--- src/rtl/lcd_rd_timing_pkg.sv ---
// Shared timing defaults, RGB565 colours and helpers for the LCD read-timing block.
// The colour-bar helpers are only used when LCD_TEST_PATTERN_EN is defined.
package lcd_timing_pkg;

  localparam int DEF_H_SYNC  = 41;
  localparam int DEF_H_BACK  = 2;
  localparam int DEF_H_DISP  = 480;
  localparam int DEF_H_FRONT = 2;
  localparam int DEF_V_SYNC  = 10;
  localparam int DEF_V_BACK  = 2;
  localparam int DEF_V_DISP  = 272;
  localparam int DEF_V_FRONT = 2;
  localparam int DEF_CNT_W   = 12;

  localparam logic [15:0] RGB_WHITE   = 16'hFFFF;
  localparam logic [15:0] RGB_YELLOW  = 16'hFFE0;
  localparam logic [15:0] RGB_CYAN    = 16'h07FF;
  localparam logic [15:0] RGB_GREEN   = 16'h07E0;
  localparam logic [15:0] RGB_MAGENTA = 16'hF81F;
  localparam logic [15:0] RGB_RED     = 16'hF800;
  localparam logic [15:0] RGB_BLUE    = 16'h001F;
  localparam logic [15:0] RGB_BLACK   = 16'h0000;

  typedef enum logic [2:0] {
    BAR_WHITE,
    BAR_YELLOW,
    BAR_CYAN,
    BAR_GREEN,
    BAR_MAGENTA,
    BAR_RED,
    BAR_BLUE,
    BAR_BLACK
  } bar_e;

  function automatic int frame_total(input int sync_w, input int back_w,
                                     input int disp_w, input int front_w);
    return sync_w + back_w + disp_w + front_w;
  endfunction

  function automatic logic [15:0] bar_rgb(input bar_e bar);
    logic [15:0] rgb;
    rgb = RGB_BLACK;
    case (bar)
      BAR_WHITE:   rgb = RGB_WHITE;
      BAR_YELLOW:  rgb = RGB_YELLOW;
      BAR_CYAN:    rgb = RGB_CYAN;
      BAR_GREEN:   rgb = RGB_GREEN;
      BAR_MAGENTA: rgb = RGB_MAGENTA;
      BAR_RED:     rgb = RGB_RED;
      BAR_BLUE:    rgb = RGB_BLUE;
      default:     rgb = RGB_BLACK;
    endcase
    return rgb;
  endfunction

endpackage

--- src/rtl/lcd_rd_timing_if.sv ---
// Bundle of the SDRAM read-port and LCD panel signals around lcd_rd_timing.
// pattern_sel exists only when LCD_TEST_PATTERN_EN is defined.
interface lcd_rd_timing_if #(
  parameter int CNT_W = lcd_timing_pkg::DEF_CNT_W
);

  logic             sdram_init_done;
  logic [15:0]      rd_data;
  logic             rd_en;
  logic             rd_load;
  logic             sdram_read_valid;
  logic [12:0]      rd_h_pixel;
  logic             lcd_hs;
  logic             lcd_vs;
  logic             lcd_de;
  logic [15:0]      lcd_rgb;
  logic [CNT_W-1:0] pixel_xpos;
  logic [CNT_W-1:0] pixel_ypos;
`ifdef LCD_TEST_PATTERN_EN
  logic             pattern_sel;
`endif

`ifdef LCD_TEST_PATTERN_EN
  modport master (
    input  sdram_init_done, rd_data, pattern_sel,
    output rd_en, rd_load, sdram_read_valid, rd_h_pixel,
           lcd_hs, lcd_vs, lcd_de, lcd_rgb, pixel_xpos, pixel_ypos
  );

  modport slave (
    output sdram_init_done, rd_data, pattern_sel,
    input  rd_en, rd_load, sdram_read_valid, rd_h_pixel,
           lcd_hs, lcd_vs, lcd_de, lcd_rgb, pixel_xpos, pixel_ypos
  );
`else
  modport master (
    input  sdram_init_done, rd_data,
    output rd_en, rd_load, sdram_read_valid, rd_h_pixel,
           lcd_hs, lcd_vs, lcd_de, lcd_rgb, pixel_xpos, pixel_ypos
  );

  modport slave (
    output sdram_init_done, rd_data,
    input  rd_en, rd_load, sdram_read_valid, rd_h_pixel,
           lcd_hs, lcd_vs, lcd_de, lcd_rgb, pixel_xpos, pixel_ypos
  );
`endif

endinterface

--- src/rtl/lcd_rd_timing_sync_cnt.sv ---
// Horizontal/vertical raster counters; both are parked at zero while init_ok is low
// so every frame after (re)initialisation starts from the top-left corner.
module lcd_sync_cnt
  import lcd_timing_pkg::*;
#(
  parameter int H_TOT = frame_total(DEF_H_SYNC, DEF_H_BACK, DEF_H_DISP, DEF_H_FRONT),
  parameter int V_TOT = frame_total(DEF_V_SYNC, DEF_V_BACK, DEF_V_DISP, DEF_V_FRONT),
  parameter int CNT_W = DEF_CNT_W
) (
  input  logic             clk,
  input  logic             rst_n,
  input  logic             init_ok,
  output logic [CNT_W-1:0] h_cnt,
  output logic [CNT_W-1:0] v_cnt
);

  localparam logic [CNT_W-1:0] H_LAST = CNT_W'(H_TOT - 1);
  localparam logic [CNT_W-1:0] V_LAST = CNT_W'(V_TOT - 1);
  localparam logic [CNT_W-1:0] ONE    = CNT_W'(1);

  always_ff @(posedge clk or negedge rst_n) begin
    if (!rst_n) begin
      h_cnt <= '0;
      v_cnt <= '0;
    end else if (!init_ok) begin
      h_cnt <= '0;
      v_cnt <= '0;
    end else if (h_cnt == H_LAST) begin
      h_cnt <= '0;
      v_cnt <= (v_cnt == V_LAST) ? '0 : v_cnt + ONE;
    end else begin
      h_cnt <= h_cnt + ONE;
    end
  end

endmodule

--- src/rtl/lcd_rd_timing.sv ---
// LCD timing generator fed straight from the SDRAM read FIFO (same clock as rd_clk).
// Define LCD_TEST_PATTERN_EN to add pattern_sel and the built-in 8-bar colour pattern.
module lcd_rd_timing
  import lcd_timing_pkg::*;
#(
  parameter int H_SYNC  = DEF_H_SYNC,
  parameter int H_BACK  = DEF_H_BACK,
  parameter int H_DISP  = DEF_H_DISP,
  parameter int H_FRONT = DEF_H_FRONT,
  parameter int V_SYNC  = DEF_V_SYNC,
  parameter int V_BACK  = DEF_V_BACK,
  parameter int V_DISP  = DEF_V_DISP,
  parameter int V_FRONT = DEF_V_FRONT,
  parameter int CNT_W   = DEF_CNT_W
) (
  input logic            clk,
  input logic            rst_n,
  lcd_rd_timing_if.master lcd
);

  localparam int H_TOT = frame_total(H_SYNC, H_BACK, H_DISP, H_FRONT);
  localparam int V_TOT = frame_total(V_SYNC, V_BACK, V_DISP, V_FRONT);

  localparam logic [CNT_W-1:0] HS_END = CNT_W'(H_SYNC);
  localparam logic [CNT_W-1:0] VS_END = CNT_W'(V_SYNC);
  localparam logic [CNT_W-1:0] HA     = CNT_W'(H_SYNC + H_BACK);
  localparam logic [CNT_W-1:0] VA     = CNT_W'(V_SYNC + V_BACK);
  localparam logic [CNT_W-1:0] HA_END = CNT_W'(H_SYNC + H_BACK + H_DISP);
  localparam logic [CNT_W-1:0] VA_END = CNT_W'(V_SYNC + V_BACK + V_DISP);

  logic             init_meta;
  logic             init_ok;
  logic [CNT_W-1:0] h_cnt;
  logic [CNT_W-1:0] v_cnt;
  logic             act_h;
  logic             act_v;
  logic             win;
  logic             hs_q;
  logic             vs_q;
  logic             de_q;
  logic             load_q;
  logic             valid_q;
  logic [CNT_W-1:0] x_q;
  logic [CNT_W-1:0] y_q;
  logic [15:0]      rgb;

  // sdram_init_done comes from the SDRAM reference clock, so it is brought across with two flops
  always_ff @(posedge clk or negedge rst_n) begin
    if (!rst_n) begin
      init_meta <= 1'b0;
      init_ok   <= 1'b0;
    end else begin
      init_meta <= lcd.sdram_init_done;
      init_ok   <= init_meta;
    end
  end

  lcd_sync_cnt #(
    .H_TOT (H_TOT),
    .V_TOT (V_TOT),
    .CNT_W (CNT_W)
  ) u_sync_cnt (
    .clk     (clk),
    .rst_n   (rst_n),
    .init_ok (init_ok),
    .h_cnt   (h_cnt),
    .v_cnt   (v_cnt)
  );

  assign act_h = (h_cnt >= HA) && (h_cnt < HA_END);
  assign act_v = (v_cnt >= VA) && (v_cnt < VA_END);
  assign win   = init_ok & act_h & act_v;

`ifdef LCD_TEST_PATTERN_EN
  assign lcd.rd_en = win & ~lcd.pattern_sel;
`else
  assign lcd.rd_en = win;
`endif

  // Panel outputs lag the counters by one clock so the FIFO word requested by rd_en
  // lines up with lcd_de; syncs are gated by init_ok so an idle panel sees them high
  always_ff @(posedge clk or negedge rst_n) begin
    if (!rst_n) begin
      hs_q    <= 1'b1;
      vs_q    <= 1'b1;
      de_q    <= 1'b0;
      load_q  <= 1'b0;
      valid_q <= 1'b0;
      x_q     <= '0;
      y_q     <= '0;
    end else begin
      hs_q    <= ~(init_ok & (h_cnt < HS_END));
      vs_q    <= ~(init_ok & (v_cnt < VS_END));
      de_q    <= win;
      load_q  <= init_ok & (v_cnt < VS_END);
      valid_q <= init_ok;
      if (win) begin
        x_q <= h_cnt - HA;
        y_q <= v_cnt - VA;
      end else begin
        x_q <= '0;
      end
    end
  end

`ifdef LCD_TEST_PATTERN_EN
  logic [2:0] bar_idx;
  assign bar_idx = 3'((32'(x_q) * 32'd8) / 32'(H_DISP));
`endif

  always_comb begin
    rgb = 16'h0000;
    if (de_q) begin
`ifdef LCD_TEST_PATTERN_EN
      rgb = lcd.pattern_sel ? bar_rgb(bar_e'(bar_idx)) : lcd.rd_data;
`else
      rgb = lcd.rd_data;
`endif
    end
  end

  assign lcd.lcd_hs           = hs_q;
  assign lcd.lcd_vs           = vs_q;
  assign lcd.lcd_de           = de_q;
  assign lcd.lcd_rgb          = rgb;
  assign lcd.pixel_xpos       = x_q;
  assign lcd.pixel_ypos       = y_q;
  assign lcd.rd_load          = load_q;
  assign lcd.sdram_read_valid = valid_q;
  assign lcd.rd_h_pixel       = 13'(H_DISP);

endmodule

--- src/flat_wrapper.sv ---
// flat-port wrapper written by rule: the top's interface ports become plain ports
module lcd_rd_timing_flat import lcd_timing_pkg::*;
#(
  parameter int H_SYNC  = DEF_H_SYNC,
  parameter int H_BACK  = DEF_H_BACK,
  parameter int H_DISP  = DEF_H_DISP,
  parameter int H_FRONT = DEF_H_FRONT,
  parameter int V_SYNC  = DEF_V_SYNC,
  parameter int V_BACK  = DEF_V_BACK,
  parameter int V_DISP  = DEF_V_DISP,
  parameter int V_FRONT = DEF_V_FRONT,
  parameter int CNT_W   = DEF_CNT_W
)
  (clk, rst_n, lcd_sdram_init_done, lcd_rd_data, lcd_rd_en, lcd_rd_load, lcd_sdram_read_valid, lcd_rd_h_pixel, lcd_lcd_hs, lcd_lcd_vs, lcd_lcd_de, lcd_lcd_rgb, lcd_pixel_xpos, lcd_pixel_ypos);
  lcd_rd_timing_if #(.CNT_W(CNT_W)) lcd_i ();
  input logic clk;
  input logic rst_n;
  input wire logic [$bits(lcd_i.sdram_init_done)-1:0] lcd_sdram_init_done;
  input wire logic [$bits(lcd_i.rd_data)-1:0] lcd_rd_data;
  output wire logic [$bits(lcd_i.rd_en)-1:0] lcd_rd_en;
  output wire logic [$bits(lcd_i.rd_load)-1:0] lcd_rd_load;
  output wire logic [$bits(lcd_i.sdram_read_valid)-1:0] lcd_sdram_read_valid;
  output wire logic [$bits(lcd_i.rd_h_pixel)-1:0] lcd_rd_h_pixel;
  output wire logic [$bits(lcd_i.lcd_hs)-1:0] lcd_lcd_hs;
  output wire logic [$bits(lcd_i.lcd_vs)-1:0] lcd_lcd_vs;
  output wire logic [$bits(lcd_i.lcd_de)-1:0] lcd_lcd_de;
  output wire logic [$bits(lcd_i.lcd_rgb)-1:0] lcd_lcd_rgb;
  output wire logic [$bits(lcd_i.pixel_xpos)-1:0] lcd_pixel_xpos;
  output wire logic [$bits(lcd_i.pixel_ypos)-1:0] lcd_pixel_ypos;
  assign lcd_i.sdram_init_done = lcd_sdram_init_done;
  assign lcd_i.rd_data = lcd_rd_data;
  assign lcd_rd_en = lcd_i.rd_en;
  assign lcd_rd_load = lcd_i.rd_load;
  assign lcd_sdram_read_valid = lcd_i.sdram_read_valid;
  assign lcd_rd_h_pixel = lcd_i.rd_h_pixel;
  assign lcd_lcd_hs = lcd_i.lcd_hs;
  assign lcd_lcd_vs = lcd_i.lcd_vs;
  assign lcd_lcd_de = lcd_i.lcd_de;
  assign lcd_lcd_rgb = lcd_i.lcd_rgb;
  assign lcd_pixel_xpos = lcd_i.pixel_xpos;
  assign lcd_pixel_ypos = lcd_i.pixel_ypos;
  lcd_rd_timing #(.H_SYNC(H_SYNC), .H_BACK(H_BACK), .H_DISP(H_DISP), .H_FRONT(H_FRONT), .V_SYNC(V_SYNC), .V_BACK(V_BACK), .V_DISP(V_DISP), .V_FRONT(V_FRONT), .CNT_W(CNT_W)) u_core (.clk(clk), .rst_n(rst_n), .lcd(lcd_i));
endmodule
--- config.mk ---
export PLATFORM = sky130hd
export DESIGN_NAME = lcd_rd_timing_flat
export DESIGN_NICKNAME = d
export VERILOG_FILES = /design/src/rtl/lcd_rd_timing_pkg.sv /design/src/rtl/lcd_rd_timing_if.sv /design/src/rtl/lcd_rd_timing_sync_cnt.sv /design/src/rtl/lcd_rd_timing.sv /design/src/flat_wrapper.sv
export SDC_FILE = /design/constraint.sdc
export NUM_CORES = 1
export LEC_CHECK = 0
export BUFFER_PORTS_ARGS = -buffer_cell sky130_fd_sc_hd__buf_4
export CAP_MARGIN = 15
export CORE_UTILIZATION = 38
export CTS_CLUSTER_DIAMETER = 60
export DETAILED_ROUTE_END_ITERATION = 16
export SKIP_LAST_GASP = 1
export SYNTH_ARGS = -nofsm -noshare
export SYNTH_HDL_FRONTEND = slang
export SYNTH_SLANG_ARGS = --single-unit
--- constraint.sdc ---
create_clock -name clk -period 4.5 [get_ports clk]
set_input_delay 0.225 -clock clk [delete_from_list [all_inputs] [get_ports clk]]
set_output_delay 0.225 -clock clk [all_outputs]
set_load 0.01 [all_outputs]
# After elaboration in Yosys (flattened, before gate mapping)

Index checks and enable logic that the tools add are counted.

Bits in registers: 55
Input port bits: 19
Output and inout port bits: 59
Word-level logic and storage cells: 39

Add/subtract/negate cells: 4
Magnitude comparators: 6
Eq/ne operators: 3
Muxes and demuxes: 7
Bitwise operators: 6
Reduce and logical (&&, ||, !) cells: 2

Operators by type and width:

| cell                                                               | count |
|---|---|
| 2-to-1 mux 12 bit                                                  | 6 |
| adder 12 x 1 -> 12 bit, second input constant                      | 2 |
| 2-to-1 mux 16 bit                                                  | 1 |
| == test 12 x 10 -> 1 bit, second input constant                    | 1 |
| == test 12 x 9 -> 1 bit, second input constant                     | 1 |
| greater-or-equal comparator 12 x 4 -> 1 bit, second input constant | 1 |
| greater-or-equal comparator 12 x 6 -> 1 bit, second input constant | 1 |
| less-than comparator 12 x 10 -> 1 bit, second input constant       | 1 |
| less-than comparator 12 x 4 -> 1 bit, second input constant        | 1 |
| less-than comparator 12 x 6 -> 1 bit, second input constant        | 1 |
| less-than comparator 12 x 9 -> 1 bit, second input constant        | 1 |
| subtractor 12 x 4 -> 12 bit, second input constant                 | 1 |
| subtractor 12 x 6 -> 12 bit, second input constant                 | 1 |
| AND 1 bit                                                          | 4 |
| logical AND 1 bit                                                  | 2 |
| != test 2 bit, second input constant                               | 1 |
| inverter 1 bit                                                     | 2 |

# Logic depth before layout (Yosys ltp)

Depth in word-level cells: 5
Mapped depth: 8
Depth with buffers taken out: 6

# Cells and area by module

Synthesis repeated with hierarchy kept, for this count alone.

Cells, all modules: 300
Area, all modules: 2,950.3 um^2

Modules (own cells, without submodules):

| module        | instances | cells an instance | area each (um^2) | sequential area each (um^2) |
|---|---|---|---|---|
| lcd_rd_timing | 1         | 158               | 1,629.1          | 778.2 |
| lcd_sync_cnt  | 1         | 142               | 1,321.3          | 600.6 |

# Worst setup path before layout

OpenSTA, ideal clock, no wires.

Path type: register to output
Start point: reg u_core.u_sync_cnt.h_cnt[0]
End point: out lcd_rd_en
Arrival time: 1.842 ns
Required time: 4.275 ns
Setup slack: 2.433 ns
Cell stages (with the launch flop): 8
Buffers on the path: 2
Cell sequence: dfrtp_1 -> ha_1 -> o21ai_0 -> and3_1 -> o2111ai_4 -> buf_12 -> buf_6 -> inv_1

Longest elaborated chain between the ends: 4
Elaborated cells on any way between the ends: 5
Classes of those cells: 2 x order compare; 2 x bitwise; 1 x reduce/logical

RTL lines:

| element                                                                                                     | RTL line                     | source |
|---|---|---|
| start: declaration                                                                                          | lcd_rd_timing_sync_cnt.sv:13 | `output logic [CNT_W-1:0] h_cnt,` |
| start signal: assignment                                                                                    | lcd_rd_timing_sync_cnt.sv:32 | `h_cnt <= h_cnt + ONE;` |
| greater-or-equal comparator 12 x 6 -> 1 bit / less-than comparator 12 x 10 -> 1 bit (equally long branches) | lcd_rd_timing.sv:70          | `assign act_h = (h_cnt >= HA) && (h_cnt < HA_END);` |
| logical AND 1 bit (*)                                                                                       | lcd_rd_timing.sv:70          |  |
| AND 1 bit (*) (2 in series)                                                                                 | lcd_rd_timing.sv:72          | `assign win = init_ok & act_h & act_v;` |
| end: declaration                                                                                            | flat_wrapper.sv:20           | `output wire logic [$bits(lcd_i.rd_en)-1:0] lcd_rd_en;` |

Every way passes the cells marked *; elsewhere a longest branch is shown, timed or not.

# Final worst setup path

Ends and elaborated chain as after synthesis.

==> results.toml <==
[setup_path]
end_kind = "output port"
worstPathCellList = "ha_1 > o21ai_0 > a211oi_1 > o2111ai_4 > inv_1 > buf_4"
cp_slowest_stage_delay_ns = 0.72
path_class = "flip-flop to output port"
arrival_ns = 2.67
worstPathMaxFanout = 24
crit_required_ns = 4.28
cpMaxStageDelayCell = "o2111ai_4"
crit_start = "u_core.u_sync_cnt.h_cnt[0]"
r2r-start = "u_core.u_sync_cnt.h_cnt[0]"
startpoint_type = "flip-flop"

[timing]
finalHoldViolCount = 0
worst_slew_pin_slew_ns = 1.021
whs_ns = 0.3604
finalCritPeriodShare = 0.6424
rsz0062_at_grt = "no"
finalMaxSlewViolations = 0
finalCriticalPeriod_ns = 2.891
max_freq_mhz = 346.0
setup_viol = 0
finClkSkew_ns = 0.006159
setup_tns_ns = 0
slew_headroom = 0.3019

[pwr]
power_density_nw_per_um2 = 248.0
worst_ir_drop_vdd_uv = 133.1
seqPwrFrac = 0.571
leakage_uw = 0.001783
swShare = 0.2258
clkPwrFrac = 0.371
net-switching-power_uw = 200.4
combPwrFrac = 0.058
intPower_uw = 687.2

[worst_hold_path]
hold_path_class = "flip-flop to flip-flop"
min_from = "u_core.init_meta"

[synthesis]
syn_avg_cell_area_um2 = 9.976
syn_area_um2 = 3003
ys_ff_latch = 55
ys_seq_area_frac = 0.4592
ys_warn_count = 0
synth_ff_type = "dfrtp_1"
ys_types = 51
synth_edf_count = 0
async_flop_share = 1.000
syn_inst = 301

[routing]
routed_wirelength_um = 6344
dr_total_vias = 2274
antenna_left = 0
drt-pass1-iter-count = 10
wl_per_cell_um = 13.88
drt_iter0_drc = 149
vias_per_cell = 4.976
drc = 2

[cts]
cts_hold_repair.buffers = 1
post_cts_resized = 0
postCtsSetupBuffers = 0
cts-root-buf = "clkbuf_8"
htreeDepth = 2
clk_path_buf_depth = 2
cts_buffers = 5
cts.sinks = 55
clk_latency_ns = 0.31
clk_pin_slew_worst_paths_ns = 0.10
cts_tree = "yes"

[outcome]
status = "finished with violations"
violations = "DRC"

[grt]
antenna_found_initial = 0
grt.total_usage = 0.1596
overflow = 0
grt_pass1_vias = 2160
grt_pass1_wl_um = 10620
grt_max_degree = 56

[die]
fp.dieH_um = 90.90
die_x_um = 90.90
ios = 78
rows = 32
dieArea_um2 = 8262
fp.coreArea_um2 = 7687
start_util = 0.3906

[finish]
fillers = 745
final_cell_mix = "buf_4, dfrtp_1, nor2_1"
layout.nets = 380
post_route_cells_drive_above_1_share = 0.2507
layout.cells.most_common = "buf_4"
synthToLayoutAreaGrowth_pct = 19.21
diodes = 0

[placement]
numPortBuffers = 64
hpwl_um = 4332
gp_congestion = 0.8562

[run]
maxCapViolCount = 0
## metal layers
| layer | track usage | part of all wire |
|---|---|---|
| met2 | 0.2481 | 0.46 |
| met3 | 0.03620 | 0.065 |
| met5 | 0 | 0 |
| met1 | 0.2188 | 0.47 |
| met4 | 0.05423 | 0.0061 |
## synth_stat cells (all sizes together) (5+ instances only)
cell type  instances  area (um2)
and4               5       43.79
nor3               8       45.04
inv               16       60.06
and2              21       131.4
ha                 7       87.58
nor2              22       82.58
a21oi              7       35.03
buf               21       165.2
xnor2              9       78.83
nand2             16       60.06
o21ai              5       25.02
o211ai             5       37.54
nand3b             6       45.04
a31oi             11       68.82
nand4              8       50.05
clkbuf            11       41.29
xor2              11       96.34
dfrtp             53        1326
mux2               8       101.3
nand3              8       40.04
and3               6       37.54
## critical path, delay by kind of cell (launching register included)
family | cells | cell delay, ns
AO/OA/AOI/OAI | 3 | 1.30
adder cells (fa/ha/maj) | 1 | 0.27
buffers and inverters | 2 | 0.31
flip-flops | 1 | 0.47
## path summary, 6_finish.rpt
check	end	slack, ns	cells past startpoint
worst max-delay path	lcd_rd_en	1.61	6
worst min-delay path	u_core.init_ok	0.36	0
worst max register to register	u_core.lcd.pixel_ypos[2]	1.93	5
worst min register to register	u_core.init_ok	0.36	0
max in group asynchronous	u_core.u_sync_cnt.v_cnt[8]	3.57	2
min in group asynchronous	u_core.lcd.pixel_xpos[0]	0.49	2
## power by group through the flow
stage | sequential (uW) | clock, uW | combinational [uW]
4_1_cts | 507 | 341 | 52.0
2_1_floorplan | 514 | 0 | 30.9
6_report | 507 | 329 | 51.6
5_1_grt | 508 | 361 | 58.8
3_5_place_dp | 517 | 0 | 51.3
3_3_place_gp | 516 | 0 | 50.5
## cell type report
| class | count | area [um2] | area share |
|---|---|---|---|
| clock inverters | 2 | 37.54 | 0.01049 |
| repair buffers | 66 | 500.5 | 0.1398 |
| clock buffers | 6 | 72.57 | 0.02027 |
| inverters | 16 | 60.06 | 0.01678 |
| flip-flops and latches | 55 | 1379 | 0.3852 |
| well taps | 102 | 127.6 | 0.03565 |
| multi-input cells | 210 | 1403 | 0.3918 |
## stage by stage
step	setup slack, ns	cell area (um2)	power [uW]	utilization	std cells
finish	1.609	3580	887.6	0.4657	457
global route	1.400	3580	928.6	0.4657	457
CTS	1.582	3570	900.3	0.4644	456
detailed placement	1.943	3450	567.9	0.4487	447
global placement	2.038	3450	566.5	0.4487	447
floorplan	2.433	3048	545.3	-	313
## kinds of logic (layout without fill, tap and decap cells)
family	Yosys count	in the layout	synth area share
flip-flops	55	55	0.4592
adder cells (fa/ha/maj)	7	7	0.02917
AND/OR/NAND/NOR	116	116	0.2192
buffers and inverters	48	90	0.08875
multiplexers	12	12	0.04708
AO/OA/AOI/OAI	41	41	0.09584
other	2	14	0.002501
XOR/XNOR	20	20	0.05833
## flip-flops by register name, summed over array words and instances, names as in the netlist
name,flops
u_core.init_meta,1
u_core.init_ok,1
u_core.lcd.lcd_de,1
u_core.lcd.lcd_hs,1
u_core.lcd.lcd_vs,1
u_core.lcd.pixel_xpos,12
u_core.lcd.pixel_ypos,12
u_core.lcd.rd_load,1
u_core.lcd.sdram_read_valid,1
u_core.u_sync_cnt.h_cnt,12
u_core.u_sync_cnt.v_cnt,12
No activity file was read; power rests on OpenSTA's default activity.
